File: src/rtl/shift_sequencer_pkg.sv
// Shared encodings for the multi-cycle shift unit: operation codes and FSM states.
package shift_sequencer_pkg;

    localparam logic [1:0] OP_SLL = 2'b00;
    localparam logic [1:0] OP_SRL = 2'b01;
    localparam logic [1:0] OP_SRA = 2'b11;

    typedef enum logic [1:0] {
        S_IDLE  = 2'd0,
        S_SHIFT = 2'd1,
        S_DONE  = 2'd2
    } state_t;

endpackage

File: src/rtl/shift_sequencer_shift_step.sv
// Combinational shift stage: moves d by one or two bit positions, left or right,
// with zero or sign fill on right shifts.
module shift_step #(
    parameter int WIDTH = 32
) (
    input  logic [WIDTH-1:0] d,
    input  logic             two,
    input  logic             right,
    input  logic             arith,
    output logic [WIDTH-1:0] q
);

    logic w_fill;

    always_comb begin
        // The sign bit of the current value feeds both vacated positions on a 2-bit arithmetic step.
        w_fill = arith & d[WIDTH-1];
        if (!right) begin
            q = two ? {d[WIDTH-3:0], 2'b00} : {d[WIDTH-2:0], 1'b0};
        end else begin
            q = two ? {w_fill, w_fill, d[WIDTH-1:2]} : {w_fill, d[WIDTH-1:1]};
        end
    end

endmodule

File: src/rtl/shift_sequencer.sv
// Iterative SLL/SRL/SRA unit: one reusable 1-or-2-bit stage stepped by a small
// IDLE/SHIFT/DONE FSM with a start/busy/done handshake.
module shift_sequencer
    import shift_sequencer_pkg::*;
#(
    parameter int WIDTH = 32,
    parameter int SAW   = 5
) (
    input  logic             clk,
    input  logic             rst,
    input  logic             start,
    input  logic [WIDTH-1:0] in0,
    input  logic [SAW-1:0]   sa,
    input  logic [1:0]       op,
    output logic             busy,
    output logic             done,
    output logic [WIDTH-1:0] out
);

    // Handshake: start is sampled at a posedge only while busy is low (IDLE or DONE);
    // done is high for the single cycle in which out holds the finished result.

    state_t           r_state;
    state_t           w_state_next;
    logic [SAW-1:0]   r_rem;
    logic [1:0]       r_op;
    logic [WIDTH-1:0] r_out;

    logic             w_accept;
    logic             w_two;
    logic [SAW-1:0]   w_rem_next;
    logic [WIDTH-1:0] w_step_q;

    assign w_accept   = start && (r_state != S_SHIFT);
    assign w_two      = (r_rem >= SAW'(2));
    assign w_rem_next = r_rem - (w_two ? SAW'(2) : SAW'(1));

    // Reserved op 2'b10 has op[0]==0, so it naturally executes as a left shift.
    shift_step #(.WIDTH(WIDTH)) u_step (
        .d     (r_out),
        .two   (w_two),
        .right (r_op[0]),
        .arith (r_op == OP_SRA),
        .q     (w_step_q)
    );

    always_ff @(posedge clk) begin
        if (rst) begin
            r_state <= S_IDLE;
        end else begin
            r_state <= w_state_next;
        end
    end

    always_comb begin
        w_state_next = r_state;
        case (r_state)
            S_SHIFT: begin
                if (w_rem_next == '0) begin
                    w_state_next = S_DONE;
                end
            end
            S_IDLE, S_DONE: begin
                if (w_accept) begin
                    w_state_next = (sa == '0) ? S_DONE : S_SHIFT;
                end else begin
                    w_state_next = S_IDLE;
                end
            end
            default: w_state_next = S_IDLE;
        endcase
    end

    always_comb begin
        busy = (r_state == S_SHIFT);
        done = (r_state == S_DONE);
    end

    always_ff @(posedge clk) begin
        if (rst) begin
            r_out <= '0;
            r_rem <= '0;
            r_op  <= OP_SLL;
        end else if (w_accept) begin
            r_out <= in0;
            r_rem <= sa;
            r_op  <= op;
        end else if (r_state == S_SHIFT) begin
            r_out <= w_step_q;
            r_rem <= w_rem_next;
        end
    end

    assign out = r_out;

endmodule

File: config.mk
export PLATFORM = sky130hd
export DESIGN_NAME = shift_sequencer
export DESIGN_NICKNAME = d
export VERILOG_FILES = /design/src/rtl/shift_sequencer_pkg.sv /design/src/rtl/shift_sequencer_shift_step.sv /design/src/rtl/shift_sequencer.sv
export SDC_FILE = /design/constraint.sdc
export NUM_CORES = 1
export LEC_CHECK = 0
export CELL_PAD_IN_SITES_DETAIL_PLACEMENT = 1
export CELL_PAD_IN_SITES_GLOBAL_PLACEMENT = 2
export CORE_UTILIZATION = 28
export CTS_CLUSTER_DIAMETER = 150
export DETAILED_ROUTE_END_ITERATION = 7
export PLACE_DENSITY = 0.91
export SETUP_SLACK_MARGIN = 0.4
export SLEW_MARGIN = 20
export SYNTH_ARGS = -nofsm -noshare
export SYNTH_HDL_FRONTEND = slang
export SYNTH_SLANG_ARGS = --single-unit
File: constraint.sdc
create_clock -name clk -period 5.11 [get_ports clk]
set_input_delay 1.022 -clock clk [delete_from_list [all_inputs] [get_ports clk]]
set_output_delay 1.022 -clock clk [all_outputs]
set_load 0.1 [all_outputs]
==> results of run 1 <==
[synth_stat cells, types with 2 or more instances]
library cell   n  share of area (%)
nor2b_1        3               0.72
o31a_1         8                2.7
nand4_1        3               0.72
mux2i_1        6                2.3
o21ai_0       24                4.6
nand3_1        5               0.96
nor4_1         2               0.48
nand2_1       66                9.5
o21bai_1      18                5.2
o21a_1         7                2.0
clkbuf_1      22                3.2
a21o_1        40                 11
and3_1         2               0.48
buf_4          2               0.57
nor2_1        14                2.0
buf_1          2               0.29
a21oi_1       28                5.4
ha_1           2               0.96
a31oi_1       20                4.8
dfxtp_1       41                 31
inv_1          4               0.57
or4_1          2               0.57
nor3_1         2               0.38
buf_2          2               0.38
a211oi_1       6                1.7
o21ai_1        2               0.38
[area by class of cell]
cell class	instances	area, um2	area share, %
multi-input combinational	274	1640	46.5
sequential	41	821	23.2
timing repair buffer	82	803	22.7
tap	108	135	3.82
clock buffer	7	96.3	2.72
inverter	7	31.3	0.885
clock inverter	1	5.00	0.142
[worst max-delay path, delay by kind of cell, from the launching register on]
family	cells	cell delay, ns
buffers and inverters	2	1.38
flip-flops	1	0.40
AND/OR/NAND/NOR	1	0.11
[per-stage QoR]
step | worst slack [ns] | std cells | hold slack, ns
detailed placement | 1.58 | 512 | 0.500
CTS | 1.87 | 520 | 0.514
global placement | 1.63 | 512 | 0.487
global route | 1.70 | 520 | 0.541
floorplan | 2.43 | 351 | 0.450
finish | 1.89 | 520 | 0.512
[registers in the layout (all words and copies together) (netlist names)]
name	flops
r_op	2
r_rem	5
out	32
r_state	2
[cell families after synthesis]
kind of cell	synth area share (%)
muxes	2.30
DFF	31.4
and+or+nand+nor	16.4
xor gates and xnor gates	0.335
AOI/OAI and AO/OA	41.9
buffers and inverters	6.03
adders and majority gates	1.72
[per-layer routing]
metal	vias to the layer above	track usage (%)
li1	1396	-
met1	1376	26.5
met2	86	29.2
met3	9	2.77
met4	0	4.82
met5	-	0
[path summary, 6_finish.rpt]
check / from / to / slack (ns) / depth (start not counted)
max: r_state[0] / busy / 1.89 / 3
min: r_op[1] / r_op[1] / 0.51 / 2
min reg2reg: r_op[1] / r_op[1] / 0.51 / 2
max reg2reg: r_rem[2] / r_rem[4] / 1.90 / 9
[power groups by stage]
stage / combinational [W] / clock (W) / sequential [W]
after floorplan: 0.000274 / 0 / 0.000644
after global placement: 0.000667 / 0 / 0.000418
after detailed placement: 0.000674 / 0 / 0.000418
after CTS: 0.000676 / 0.000252 / 0.000411
after global routing: 0.000717 / 0.000265 / 0.000419
final: 0.000675 / 0.000246 / 0.000412
==> results.md, run 1 <==
* Post-Syn Instances at 351
* Status: complete, no violations
* Final WL at ~8900 um
* Synthesis Warnings at 0
* Hold-fix buffers, CTS at 0
* Top_reg_cell synth: dfxtp_1
* Synthesized flop and latch total at 41
* Peak VDD IR at 146 uV
* Setup Skew at 0.0128 ns
* Critical Path, Cell by Cell: nand2b_1 -> inv_2 -> clkdlybuf4s50_1
* Minimum clock period at 3.22 ns
* Slew Viols, Final at 0
* Yosys cell types at 44
* I/O pins at 76
* DRT met1 WL at approximately 4500 um
* Cell area after synthesis at about 0.0026 mm2
* Tot GR Track Use at 18.5%
* Seq pwr share at 30.9%
* Final hold vios at 0
* PostCTS Resize Cnt at 0
* Hold WC Path Type: flop to flop
* Die Span X at 98.6 um
* Met2 WL at 3960 um
* Largest net degree at the start of global routing at 56
* CP Launch Type: flop
* Design area at 0.00354 mm2
* Total Power at 0.00133 W
* Final ANT Viol Nets at 0
* Initial Utilization at 29.4%
* GP Congestion at 0.744
* RSZ-0062 raised after global routing: false
* # fillers at 1084
* Worst slew pin tran at 0.979 ns
* Seq/Total Area, Yosys at 31.4%
* First-pass DRT Iterations at 4
* Slowest CP cell: clkdlybuf4s50_1
* DIE AREA at 0.00973 mm2
* Slew HR at 34.5%
* Commonest non-fill, non-tap cell in the layout: clkdlybuf4s50_1
* Async SR Flop Fraction at 0%
* Routed len/inst at 17.2 um
* Max Cap Viol at 0
* Clock latency on the worst-skew pair at 0.31 ns
* Setup CP Type: flop to output port
* Period utilization at between 60 and 70%
* Initial DRC Count at between 100 and 150
* Data arrival time of the critical path at 2.20 ns
* Syn_nets at 396
* Post-DP HPWL at 6050 um
* Nets at approximately 460
* Clk buf depth at 2
* Post-place instance area at 0.00343 mm2
* Via/cell ratio at 5.51
* Residual DRC at 0
* CP Data Required Time at 4.09 ns
* Logic gate share of total power at around half
* EDFF count, synth at 0
* First-pass GRT wire length at 14600 um
* Vias in the first global route at 2901
* Total CTS buffers at 5
* Commonest non-fill, non-tap cells in the layout: 75 x clkdlybuf4s50_1, 66 x nand2_1, 41 x dfxtp_1, 40 x a21o_1, 28 x a21oi_1
* Setup TNS at 0 ns
* Area Overhead vs Synth at 35.2%
* Vias at 2867
* Pwr Density at approximately 380 mW/mm2
* Antenna violations before repair at 0
* Leak Pwr at 1.27 nW
* Buffers on Ports at 75
* Ant diodes at 0
* Switch Pwr at 0.000654 W
* Worst Setup End Kind: output port
* Max frequency at 311 MHz
* DR WL met3 at 433 um
* Max incr delay on CP at 1.18 ns
* Internal power at 0.000679 W
* GR Overflow Total at 0
* Net Sw Frac at 49.1%
* Final Util at 39.8%
* Die H at 98.6 um
* Finish-stage setup viols at 0
* Post-CTS setup buffer count at 0
* CTS tree: built
* CORE AREA at 0.00889 mm2
* Uppermost layer routed: met4
* Layout cells sized above 1 at 5.34%
* Clock transition at path regs at 0.09 ns
* Clock power share at a little under a fifth
* Clock root cell: clkbuf_8
* Average cell area after synthesis at about 7.5 um2
* CTS H-tree depth at 2
* Num Clock Sinks at 41
* Row cnt at 34
* Crit path max fanout at 10
(Power assumes the default switching activity.)
==> inputs of run 2 (changes only) <==
--- a/config.mk
+++ b/config.mk
@@ -7,10 +7,10 @@
 export LEC_CHECK = 0
 export CELL_PAD_IN_SITES_DETAIL_PLACEMENT = 1
 export CELL_PAD_IN_SITES_GLOBAL_PLACEMENT = 2
-export CORE_UTILIZATION = 28
+export CORE_UTILIZATION = 26
 export CTS_CLUSTER_DIAMETER = 150
 export DETAILED_ROUTE_END_ITERATION = 7
-export PLACE_DENSITY = 0.91
+export PLACE_DENSITY = 0.86
 export SETUP_SLACK_MARGIN = 0.4
 export SLEW_MARGIN = 20
 export SYNTH_ARGS = -nofsm -noshare
==> constraint.sdc (replaced) <==
create_clock -name clk -period 3.2 [get_ports clk]
set_input_delay 0.64 -clock clk [delete_from_list [all_inputs] [get_ports clk]]
set_output_delay 0.64 -clock clk [all_outputs]
set_load 0.1 [all_outputs]
==> run 2 against run 1 <==
  * Combinational power is 59% higher
  * Via count is 0.17% lower
  * Total power is 55% higher
  * First-iteration DRC count is 28% lower
  * Clock skew is 0.0075 ns lower
  * Utilization is 3.9 points lower
  * Clock power is 38% higher
==> results.md, run 2 (same netlist as run 1, synthesis figures left out) <==
* Final ANT Viol Nets at 0 (unchanged)
* Post-DP HPWL at 6410 um (was 6050 um)
* Hold-fix buffers, CTS at 0 (unchanged)
* Via/cell ratio at 5.21 (was 5.51)
* Die H at 102 um (was 98.6 um)
* Row cnt at 36 (was 34)
* Max Cap Viol at 0 (unchanged)
* Setup CP Type: flop to flop (was flop to output port)
* Vias at 2862 (was 2867)
* Final Util at 35.9% (was 39.8%)
* Non-Filler Instances at 549 (was 520)
* Worst slew pin tran at 0.451 ns (was 0.979 ns)
* Worst Setup End Kind: flop (was output port)
* Setup Skew at 0.00530 ns (was 0.0128 ns)
* Placed Instances at 541 (was 512)
* Worst hold path depth at 2 (unchanged)
* R2r endpoint: r_rem[4] (unchanged)
* R2R Path Start: r_rem[2] (unchanged)
* CTS H-tree depth at 2 (unchanged)
* Num Clock Sinks at 41 (unchanged)
* Max frequency at about 380 MHz
* GP Congestion at 0.752 (was 0.744)
* I/O pins at 76 (unchanged)
* Commonest non-fill, non-tap cells in the layout: 66 x nand2_1, 44 x buf_4, 41 x clkdlybuf4s50_1, 41 x dfxtp_1, 40 x a21o_1 (was 75 x clkdlybuf4s50_1, 66 x nand2_1, 41 x dfxtp_1, 40 x a21o_1, 28 x a21oi_1)
* Slew HR at 70.0% (was 34.5%)
* Nets at 460 (was 456)
* Post-CTS setup buffer count at 0 (unchanged)
* First-pass DRT Iterations at 4 (unchanged)
* Leak Pwr at 1.33 nW (was 1.27 nW)
* CP Launch Type: flop (unchanged)
* Data arrival time of the critical path at 2.80 ns (was 2.20 ns)
* Initial DRC Count at 80 (was 111)
* CP Data Required Time at 3.38 ns (was 4.09 ns)
* Tot GR Track Use at 17.9% (was 18.5%)
* First-pass GRT wire length at 14900 um (was 14600 um)
* Worst slack, placed at 0.553 ns (was 1.58 ns)
* Hold Path End: r_op[1] (unchanged)
* Hold WC Path Type: flop to flop (unchanged)
* Routed len/inst at 16.3 um (was 17.2 um)
* Ant diodes at 0 (unchanged)
* Die Span X at 102 um (was 98.6 um)
* Hold Crit Start: r_op[1] (unchanged)
* # fillers at 1218 (was 1084)
* Reg2reg setup slack at 0.59 ns (was 1.90 ns)
* GR Overflow Total at 0 (unchanged)
* Finish-stage setup viols at 0 (unchanged)
* Largest net degree at the start of global routing at 45 (was 56)
* Slew Viols, Final at 0 (unchanged)
* Reg2Reg Depth at 8 (was 9)
* Commonest non-fill, non-tap cell in the layout: nand2_1 (was clkdlybuf4s50_1)
* Layout cells sized above 1 at 14.7% (was 5.34%)
* Clk buf depth at 2 (unchanged)
* Pwr Density at 590 mW/mm2 (was 377 mW/mm2)
* Hold slack at 0.495 ns (was 0.512 ns)
* Clock latency on the worst-skew pair at 0.29 ns (was 0.31 ns)
* Peak VDD IR at 178 uV (was 146 uV)
* Minimum clock period at ~2.6 ns
* RSZ-0062 raised after global routing: true (was false)
* Max reg flops at 32 (unchanged)
* Buffers on Ports at 75 (unchanged)
* Initial Utilization at 26.8% (was 29.4%)
* Vias in the first global route at 2977 (was 2901)
* Status: complete, no violations (unchanged)
* Final Worst Setup Slack at 0.585 ns (was 1.89 ns)
* DIE AREA at 0.0105 mm2 (was 0.00973 mm2)
* CORE AREA at 0.00977 mm2 (was 0.00889 mm2)
* Residual DRC at 0 (unchanged)
* Period utilization at 81.7%
* Total CTS buffers at 5 (unchanged)
* Final hold vios at 0 (unchanged)
* CTS tree: built (unchanged)
* Area Overhead vs Synth at 34.1% (was 35.2%)
* Clock transition at path regs at 0.08 ns (was 0.09 ns)
* Antenna violations before repair at 0 (unchanged)
* Crit path max fanout at 7 (was 10)
* Final WL at 8980 um (was 8940 um)
* Setup TNS at 0 ns (unchanged)
* Clock root cell: clkbuf_8 (unchanged)
-- run 2: routing by layer --
layer / up-vias / track usage (%) / part of all wire [%]
li1: 1413 / - / -
met1: 1386 / 24.0 / 50
met2: 58 / 30.8 / 46
met3: 5 / 2.46 / 3.4
met4: 0 / 2.97 / 0.61
met5: - / 0 / 0
-- run 2: timing repair --
action	4_1_cts	5_1_grt
setup endpoints to repair	0	2
resized for setup	0	3
endpoints found under the hold margin	0	0
-- run 2: final cells by class --
type / count / area, um2 / area share, %
multi-input cells: 274 / 1650 / 47.2
well taps: 133 / 166 / 4.74
clock buffers: 6 / 72.6 / 2.07
inverters: 7 / 31.3 / 0.892
clock inverters: 2 / 10.0 / 0.285
flip-flops and latches: 41 / 821 / 23.4
repair buffers: 86 / 752 / 21.4
-- run 2: power breakdown --
group          switching [W]  leakage, nW  internal, W
Clock               0.000187       0.0450     0.000152
Combinational       0.000769        0.945     0.000305
Sequential         0.0000782        0.340     0.000578
-- run 2: worst max-delay path by stage --
| stage | endpoint | depth (start not counted) | from | slack [ns] |
|---|---|---|---|---|
| 5_1_grt | r_rem[4] | 8 | r_rem[2] | 0.40 |
| 3_3_place_gp | r_state[1] | 8 | r_rem[2] | 0.63 |
| 6_report | r_rem[4] | 8 | r_rem[2] | 0.59 |
| 4_1_cts | r_rem[4] | 8 | r_rem[1] | 0.52 |
| 3_5_place_dp | r_state[1] | 8 | r_rem[1] | 0.55 |
| 2_1_floorplan | r_rem[4] | 10 | r_rem[1] | 0.57 |
-- run 2: metrics by stage --
step,power (W),area (um2)
6_report,0.00207,3510
4_1_cts,0.00208,3500
5_1_grt,0.00220,3510
2_1_floorplan,0.00147,2620
3_3_place_gp,0.00172,3410
3_5_place_dp,0.00174,3410
-- run 2: critical path, stage by stage, from the launching register on --
cell,delay [ns]
dfxtp_1,0.38
or4_1,0.61
clkinv_4,0.08
ha_1,0.17
inv_1,0.06
fa_1,0.44
nor4_2,0.30
a211oi_1,0.09
a2111oi_1,0.37
==> inputs of run 3 (changes only) <==
--- a/config.mk
+++ b/config.mk
@@ -7,10 +7,10 @@
 export LEC_CHECK = 0
 export CELL_PAD_IN_SITES_DETAIL_PLACEMENT = 1
 export CELL_PAD_IN_SITES_GLOBAL_PLACEMENT = 2
-export CORE_UTILIZATION = 26
+export CORE_UTILIZATION = 24
 export CTS_CLUSTER_DIAMETER = 150
 export DETAILED_ROUTE_END_ITERATION = 7
-export PLACE_DENSITY = 0.86
+export PLACE_DENSITY = 0.83
 export SETUP_SLACK_MARGIN = 0.4
 export SLEW_MARGIN = 20
 export SYNTH_ARGS = -nofsm -noshare
==> constraint.sdc (replaced) <==
create_clock -name clk -period 2.4 [get_ports clk]
set_input_delay 0.48 -clock clk [delete_from_list [all_inputs] [get_ports clk]]
set_output_delay 0.48 -clock clk [all_outputs]
set_load 0.1 [all_outputs]
==> run 3 against run 2 <==
  * Die area is 8.2% higher
  * Largest power group unchanged
  * Setup slack worse by 0.51 ns
  * Non-clock buffer count is 17 higher
  * Fmax grew 12%
  * Hold slack better by 0.0073 ns
  * Design area increased by 11%
  * Sequential cell count unchanged
  * Clock power up 35%
  * Critical path depth unchanged
  * Utilization increased by 1.2 points
  * Highest routed layer unchanged
  * Critical path type unchanged
  * Wire length up 8.8%
==> results.md, run 3 (same netlist as run 1, synthesis figures left out) <==
* Status: complete, no violations (unchanged)
* CP Launch Type: flop (unchanged)
* Max Cap Viol at 0 (unchanged)
* First-pass DRT Iterations at 4 (unchanged)
* Minimum clock period at 2.33 ns (was 2.61 ns)
* Num Clock Sinks at 41 (unchanged)
* Data arrival time of the critical path at 2.51 ns (was 2.80 ns)
* Initial Utilization at 25.0% (was 26.8%)
* Ant diodes at 0 (unchanged)
* Slew Viols, Final at 0 (unchanged)
* Max frequency at 430 MHz (was 382 MHz)
* Max reg flops at 32 (unchanged)
* Layout cells sized above 1 at 24.5% (was 14.7%)
* GP Congestion at 0.753 (was 0.752)
* RSZ-0062 raised after global routing: true (unchanged)
* Via/cell ratio at 5.20 (was 5.21)
* Commonest non-fill, non-tap cells in the layout: 56 x nand2_1, 52 x buf_4, 41 x clkdlybuf4s50_1, 40 x a21o_1, 38 x dfxtp_1 (was 66 x nand2_1, 44 x buf_4, 41 x clkdlybuf4s50_1, 41 x dfxtp_1, 40 x a21o_1)
* Clock transition at path regs at 0.08 ns (about the same)
* Worst slew pin tran at 0.474 ns (was 0.451 ns)
* Total Power at 0.00309 W (was 0.00207 W)
* Area Overhead vs Synth at 48.3% (was 34.1%)
* Buffers on Ports at 75 (unchanged)
* CTS H-tree depth at 2 (unchanged)
* Final Util at 37.1% (was 35.9%)
* Routed len/inst at 17.2 um (was 16.3 um)
* Leak Pwr at 1.47 nW (was 1.33 nW)
* CTS tree: built (unchanged)
* Slew HR at 68.4% (was 70.0%)
* Initial DRC Count at 113 (was 80)
* First-pass GRT wire length at 15900 um (was 14900 um)
* Commonest non-fill, non-tap cell in the layout: nand2_1 (unchanged)
* Post-DP HPWL at 6580 um (was 6410 um)
* Hold WC Path Type: flop to flop (unchanged)
* Final WL at 9760 um (was 8980 um)
* Peak VDD IR at 255 uV (was 178 uV)
* Crit path max fanout at 2 (was 7)
* Row cnt at 37 (was 36)
* Pwr Density at 797 mW/mm2 (was 590 mW/mm2)
* Die H at 106 um (was 102 um)
* Critical Path, Cell by Cell: or4_4 -> clkinv_4 -> ha_4 -> inv_2 -> fa_2 -> nor4_4 -> a211oi_2 -> a2111oi_1 (was or4_1 -> clkinv_4 -> ha_1 -> inv_1 -> fa_1 -> nor4_2 -> a211oi_1 -> a2111oi_1)
* Residual DRC at 0 (unchanged)
* Finish-stage setup viols at 0 (unchanged)
* Max incr delay on CP at 0.56 ns (was 0.61 ns)
* Total CTS buffers at 5 (unchanged)
* CORE AREA at 0.0105 mm2 (was 0.00977 mm2)
* Antenna violations before repair at 0 (unchanged)
* Setup Skew at 0.00817 ns (was 0.00530 ns)
* Vias in the first global route at 3064 (was 2977)
* Setup CP Type: flop to flop (unchanged)
* GR Overflow Total at 0 (unchanged)
* Largest net degree at the start of global routing at 56 (was 45)
* Clk buf depth at 2 (unchanged)
* I/O pins at 76 (unchanged)
* Nets at 477 (was 460)
* Clock root cell: clkbuf_8 (unchanged)
* Slowest CP cell: or4_4 (was or4_1)
* Final ANT Viol Nets at 0 (unchanged)
* # fillers at 1294 (was 1218)
* Period utilization at 96.9% (was 81.7%)
* Tot GR Track Use at 17.7% (was 17.9%)
* Clock latency on the worst-skew pair at 0.30 ns (was 0.29 ns)
* Vias at 2957 (was 2862)
* Worst Setup End Kind: flop (unchanged)
* Die Span X at 106 um (was 102 um)
* Non-Filler Instances at 569 (was 549)
* CP Data Required Time at 2.58 ns (was 3.38 ns)
* Final hold vios at 0 (unchanged)
* Placed Instances at 548 (was 541)
* DIE AREA at 0.0113 mm2 (was 0.0105 mm2)
[run 3: changes by cell type in the layout (fill, tap and decap cells not counted), sizes merged]
cell    before  now
clkinv       4    2
clkbuf       6    8
buf         45   62
[run 3: worst max-delay path: cells and delay by family, from the launching register on]
family,cells,cell delay (ns)
AND/OR/NAND/NOR,2,0.86
flip-flops,1,0.35
buffers and inverters,2,0.10
AO/OA/AOI/OAI,2,0.40
adder cells (fa/ha/maj),2,0.50
[run 3: layout make-up]
| cell class | count | area (um2) | share of cell area, % |
|---|---|---|---|
| clock buffers | 8 | 80.1 | 2.07 |
| inverters | 7 | 31.3 | 0.807 |
| multi-input cells | 274 | 1780 | 45.9 |
| flip-flops and latches | 41 | 827 | 21.3 |
| well taps | 136 | 170 | 4.39 |
| repair buffers | 103 | 990 | 25.5 |
[run 3: repair_timing]
item,in CTS,in global routing
buffers inserted,10,2
pin swaps,10,14
endpoints found under the setup margin,8,33
gates cloned,1,0
hold endpoints to repair,0,0
resized for setup,13,24
hold buffers,0,0
[run 3: metrics by stage]
step	setup TNS (ns)	hold slack, ns	instance area (um2)	setup slack, ns
6_report	0	0.502	3880	0.0744
5_1_grt	-0.139	0.523	3880	-0.0630
4_1_cts	0	0.510	3800	0.0469
3_5_place_dp	-0.000631	0.499	3530	-0.000631
3_3_place_gp	0	0.491	3530	0.121
2_1_floorplan	-0.0675	0.450	2660	-0.0675
[run 3: power breakdown]
group	total [W]	leakage [nW]	switching, W	internal [W]
clock network	0.000459	0.0395	0.000252	0.000207
logic	0.00175	1.09	0.00114	0.000612
registers	0.000882	0.341	0.000109	0.000773
[run 3: worst paths after layout]
path              startpoint  endpoint  slack, ns  depth (start not counted)
setup / recovery    r_rem[2]  r_rem[4]       0.07                          8
hold / removal      r_rem[4]  r_rem[4]       0.50                          1
setup reg to reg    r_rem[2]  r_rem[4]       0.07                          8
hold reg to reg     r_rem[4]  r_rem[4]       0.50                          1
[run 3: per-layer routing]
metal / GRT usage [%] / wire length [um] / vias to the layer above / part of all wire [%]
li1: - / - / 1448 / -
met1: 23.0 / 4530 / 1421 / 46
met4: 3.47 / 114 / 0 / 1.2
met2: 30.7 / 4720 / 76 / 48
met5: 0 / 0 / - / 0
met3: 2.88 / 406 / 12 / 4.2
==> RTL edit 1: new RTL, settings of run 3 <==
Register the inputs `start`, `in0`, `sa` and `op` before use. The logic sees them one clock later.
--- a/src/rtl/shift_sequencer.sv
+++ b/src/rtl/shift_sequencer.sv
@@ -18,4 +18,16 @@
 );
 
+    logic start_q;
+    logic [WIDTH-1:0] in0_q;
+    logic [SAW-1:0] sa_q;
+    logic [1:0] op_q;
+
+    always_ff @(posedge clk) begin
+        start_q <= start;
+        in0_q   <= in0;
+        sa_q    <= sa;
+        op_q    <= op;
+    end
+
     // Handshake: start is sampled at a posedge only while busy is low (IDLE or DONE);
     // done is high for the single cycle in which out holds the finished result.
@@ -32,5 +44,5 @@
     logic [WIDTH-1:0] w_step_q;
 
-    assign w_accept   = start && (r_state != S_SHIFT);
+    assign w_accept   = start_q && (r_state != S_SHIFT);
     assign w_two      = (r_rem >= SAW'(2));
     assign w_rem_next = r_rem - (w_two ? SAW'(2) : SAW'(1));
@@ -63,5 +75,5 @@
             S_IDLE, S_DONE: begin
                 if (w_accept) begin
-                    w_state_next = (sa == '0) ? S_DONE : S_SHIFT;
+                    w_state_next = (sa_q == '0) ? S_DONE : S_SHIFT;
                 end else begin
                     w_state_next = S_IDLE;
@@ -83,7 +95,7 @@
             r_op  <= OP_SLL;
         end else if (w_accept) begin
-            r_out <= in0;
-            r_rem <= sa;
-            r_op  <= op;
+            r_out <= in0_q;
+            r_rem <= sa_q;
+            r_op  <= op_q;
         end else if (r_state == S_SHIFT) begin
             r_out <= w_step_q;
Formal check against the unedited RTL: not equivalent (a bounded check fails within 4 cycles, from zero or initial values and one cycle with rst high).
==> RTL edit 1 against run 3 <==
  * The run now ends with setup timing left
  * Count of clock-buffer cells in the layout is 3 higher
  * Routed wire length is 13% higher
  * Sequential power is 90% higher
  * Total power is 84% higher
  * First-iteration DRC count is 22% higher
  * Sequential cell count is 40 higher
  * Combinational power is 41% higher
  * Area after synthesis is 32% higher
  * Hold slack worse by 0.031 ns
  * Cell area is 26% higher
  * Setup slack worse by 0.083 ns
  * Sequential share of layout area is 12 points higher
  * Utilization is 2.3 points lower
  * Largest cell class unchanged
  * Highest routed layer unchanged
==> RTL edit 1: results <==
# TYPE chip_impl_metric gauge
chip_impl_info{name="cts_root_buf",value="clkbuf_16"} 1
chip_impl_metric{name="cts_buffers",unit=""} 9
chip_impl_metric{name="drive_gt1_share",unit="%"} 21.7
chip_impl_metric{name="gpl.final_weighted_congestion",unit=""} 0.802
chip_impl_metric{name="grt_start_max_net_pins",unit=""} 38
chip_impl_metric{name="grt_pass1_wl",unit="um"} 17500
chip_impl_metric{name="insertion_delay",unit="ns"} 0.34
chip_impl_metric{name="grt.met3_usage",unit="%"} 4.54
chip_impl_metric{name="unique_cell_type_count_in_the_yosys_netlist",unit=""} 49
chip_impl_info{name="netlist_top_cells_count",value="81 x dfxtp_1, 60 x nand2_1, 52 x a21oi_1"} 1
chip_impl_metric{name="setup-tns-final",unit="ns"} -0.00894
chip_impl_metric{name="ir_drop",unit="mV"} 0.357
chip_impl_info{name="setup.worst_path.end",value="r_state[0]"} 1
chip_impl_metric{name="drt_iter0_drc",unit=""} 138
chip_impl_metric{name="htree_num_levels",unit=""} 3
chip_impl_info{name="run_status",value="finished with violations"} 1
chip_impl_info{name="worstHoldStart",value="op_q[1]"} 1
chip_impl_metric{name="timing.reg2reg.worst_path_depth",unit=""} 9
chip_impl_metric{name="syn_nets",unit=""} 427
chip_impl_metric{name="clock_skew",unit="ns"} 0.00482
chip_impl_info{name="crit_start",value="r_rem[1]"} 1
chip_impl_metric{name="finalSetupViolations",unit=""} 1
chip_impl_metric{name="worst_setup_hold_path_clk_slew",unit="ns"} 0.06
chip_impl_metric{name="grt_util_met1",unit="%"} 19.2
chip_impl_metric{name="grt_usage",unit="%"} 15.5
chip_impl_info{name="synthTopCellsByArea",value="dfxtp_1 47%, o21a_1 9.3%, a21oi_1 7.5%"} 1
chip_impl_info{name="violations",value="setup timing"} 1
chip_impl_metric{name="power_leakage",unit="nW"} 1.84
chip_impl_metric{name="post-route-worst-setup-slack",unit="ns"} -0.00894
chip_impl_metric{name="global_route.usage.met2",unit="%"} 25.2
chip_impl_metric{name="nets",unit=""} 505
## RTL edit 1: per-layer routing
| layer | wire (um) | up-vias |
|---|---|---|
| met3 | 446 | 14 |
| li1 | - | 1551 |
| met1 | 5030 | 1515 |
| met2 | 5370 | 63 |
| met4 | 197 | 0 |
| met5 | 0 | - |
## RTL edit 1: cell type report
cell class	count	area (um2)	area share, %
Clock buffer	11	253	5.19
Clock inverter	5	77.6	1.59
Inverter	6	31.3	0.643
Multi-Input combinational cell	264	1750	36.0
Sequential cell	81	1620	33.4
Tap cell	180	225	4.63
Timing Repair Buffer	98	906	18.6
## RTL edit 1: what timing repair did
item / CTS / global route
pin swaps: 5 / 2
endpoints found under the setup margin: 14 / 22
resized for setup: 10 / 8
gates cloned: 0 / 1
buffers inserted: 3 / 2
## RTL edit 1: worst max-delay path, cell delays in order (launching register included)
cell	delay (ns)
dfxtp_2	0.32
or4_4	0.57
inv_6	0.10
ha_4	0.13
inv_2	0.04
fa_2	0.39
xnor2_2	0.16
nor4b_2	0.29
a311o_1	0.23
o41ai_1	0.07
## RTL edit 1: power by group
part,total [mW],switching (mW),internal (mW)
registers,1.68,0.170,1.51
clock network,1.53,0.570,0.964
logic,2.47,1.65,0.822
## RTL edit 1: cells by family (layout without fill, tap and decap cells)
family / count (synthesis) / count (layout) / share of synthesized area (%)
DFF: 81 / 81 / 46.9
xor gates and xnor gates: 1 / 1 / 0.253
adders and majority gates: 3 / 3 / 1.30
buffers and inverters: 37 / 120 / 4.99
muxes: 10 / 10 / 2.97
AOI/OAI and AO/OA: 164 / 164 / 32.8
and+or+nand+nor: 86 / 86 / 10.8
## RTL edit 1: worst min-delay path by stage
stage | to | cells after the start
2_1_floorplan | r_op[1] | 2
3_5_place_dp | r_op[1] | 2
5_1_grt | r_op[1] | 2
4_1_cts | r_op[1] | 2
3_3_place_gp | r_op[1] | 2
6_report | r_op[1] | 2
## RTL edit 1: metrics by stage
step	worst slack, ns	hold slack, ns	instance area, um2	std cells	util [%]
after floorplan	-0.0894	0.429	3500	382	-
after global placement	0.117	0.461	4400	623	31.5
after detailed placement	0.0126	0.467	4400	623	31.5
after CTS	0.0399	0.472	4800	642	34.3
after global routing	-0.105	0.493	4870	645	34.8
final	-0.00894	0.471	4870	645	34.8
==> RTL edit 2: new RTL, flow settings as in run 3 <==
Without the edit above. `SAW`: 5 -> 6.
--- a/src/rtl/shift_sequencer.sv
+++ b/src/rtl/shift_sequencer.sv
@@ -5,5 +5,5 @@
 #(
     parameter int WIDTH = 32,
-    parameter int SAW   = 5
+    parameter int SAW   = 6
 ) (
     input  logic             clk,
Interface: changed (resized sa); port bits go from 76 to 77. No check against the original RTL was run, so the function may have changed too.
==> RTL edit 2 against run 3 <==
  * Total power is 52% higher
  * Die area is 6.8% higher
  * Setup slack better by 0.25 ns
  * Routed wire length is 3.7% higher
  * Area after synthesis is 6.9% higher
  * Maximum frequency is 12% higher
  * Cell area is 1.8% higher
  * Cell count is 6.0% higher
  * First-iteration DRC count is 36% lower
  * Sequential cell count is 1 higher
  * Largest cell class unchanged
==> RTL edit 2: results <==
# TYPE chip_impl_metric gauge
chip_impl_info{name="run_status",value="finished clean"} 1
chip_impl_metric{name="routed-via-count",unit=""} 3098
chip_impl_metric{name="path_max_fanout",unit=""} 7
chip_impl_metric{name="unique_cell_type_count_in_the_yosys_netlist",unit=""} 48
chip_impl_metric{name="delay_contributed_by_the_slowest_stage_of_the_critical_path",unit="ns"} 0.37
chip_impl_metric{name="placed_area",unit="um2"} 3690
chip_impl_metric{name="gpl.final_weighted_congestion",unit=""} 0.859
chip_impl_metric{name="hold_crit_depth",unit=""} 2
chip_impl_metric{name="buffer_ports.inserted",unit=""} 76
chip_impl_metric{name="n_fill_cell",unit=""} 1378
chip_impl_metric{name="synth-seq-area-share",unit="%"} 30.1
chip_impl_metric{name="data_arrival_critical_path",unit="ns"} 2.26
chip_impl_metric{name="ir_drop",unit="mV"} 0.592
chip_impl_metric{name="clock_skew",unit="ns"} 0.00760
chip_impl_metric{name="timing.reg2reg.worst_path_depth",unit=""} 11
chip_impl_metric{name="nets",unit=""} 505
chip_impl_metric{name="number_of_global_route_vias_before_repair",unit=""} 3194
chip_impl_metric{name="power_leakage",unit="nW"} 1.47
chip_impl_metric{name="drt_iter0_drc",unit=""} 72
chip_impl_metric{name="timing.critical_path.depth",unit=""} 11
chip_impl_info{name="synthTopCellsByArea",value="dfxtp_1 30%, nand2_1 8.3%, nor2_1 6.6%"} 1
chip_impl_metric{name="dp_hpwl",unit="um"} 7180
chip_impl_metric{name="drt-wirelength-per-cell",unit="um"} 16.8
chip_impl_metric{name="grt_usage",unit="%"} 17.4
chip_impl_metric{name="place_worst_setup_slack",unit="ns"} 0.0592
chip_impl_info{name="slowest_stage",value="dfxtp_4"} 1
==> RTL edit 2: area by class of cell <==
cell class	instances	area, um2	area share (%)
Timing Repair Buffer	98	898	22.8
Clock buffer	7	133	3.36
Sequential cell	42	851	21.6
Tap cell	143	179	4.53
Inverter	5	25.0	0.634
Multi-Input combinational cell	307	1830	46.4
Clock inverter	1	30.0	0.761
==> RTL edit 2: worst reg2reg max path, delay by kind of cell, from the launching register on <==
family / cells / cell delay, ns
adders and majority gates: 1 / 0.21
and+or+nand+nor: 5 / 0.69
AOI/OAI and AO/OA: 2 / 0.36
DFF: 1 / 0.37
buffers and inverters: 3 / 0.35
==> RTL edit 2: per-layer routing <==
| layer | vias to the layer above | part of all wire (%) | track usage [%] |
|---|---|---|---|
| met2 | 65 | 47 | 29.9 |
| met1 | 1487 | 48 | 22.8 |
| met4 | 0 | 1.0 | 3.90 |
| li1 | 1538 | - | - |
| met3 | 8 | 3.5 | 2.49 |
| met5 | - | 0 | 0 |
==> RTL edit 2: stage by stage <==
step,instances,total power [mW]
after detailed placement,592,3.77
after CTS,601,4.66
after global routing,603,4.99
after global placement,592,3.74
after floorplan,388,3.18
final,603,4.71
==> RTL edit 2: power breakdown <==
| part | internal [mW] | switching [mW] | leakage (nW) |
|---|---|---|---|
| registers | 0.858 | 0.210 | 0.350 |
| clock network | 0.493 | 0.292 | 0.0781 |
| logic | 0.905 | 1.95 | 1.04 |
==> RTL edit 2: worst paths after layout <==
kind                 start  slack (ns)        to
hold reg to reg    r_op[1]        0.49   r_op[1]
setup / recovery  r_rem[2]        0.32  r_rem[2]
setup reg to reg  r_rem[2]        0.32  r_rem[2]
hold / removal     r_op[1]        0.49   r_op[1]
==> RTL edit 2: what timing repair did <==
| item | in CTS | in global routing |
|---|---|---|
| endpoints found under the setup margin | 7 | 7 |
| gates resized for setup | 10 | 7 |
| setup buffers | 1 | 2 |
| pin swaps | 2 | 2 |
| hold endpoints to repair | 0 | 0 |
==> RTL edit 2: kinds of logic after synthesis <==
kind of cell / after synthesis / share of synthesized area (%)
xor+xnor: 1 / 0.313
buf+inv: 39 / 6.85
flops: 42 / 30.1
compound gates: 141 / 35.0
fa+ha+maj: 3 / 1.34
simple gates: 159 / 25.3
mux: 3 / 1.12
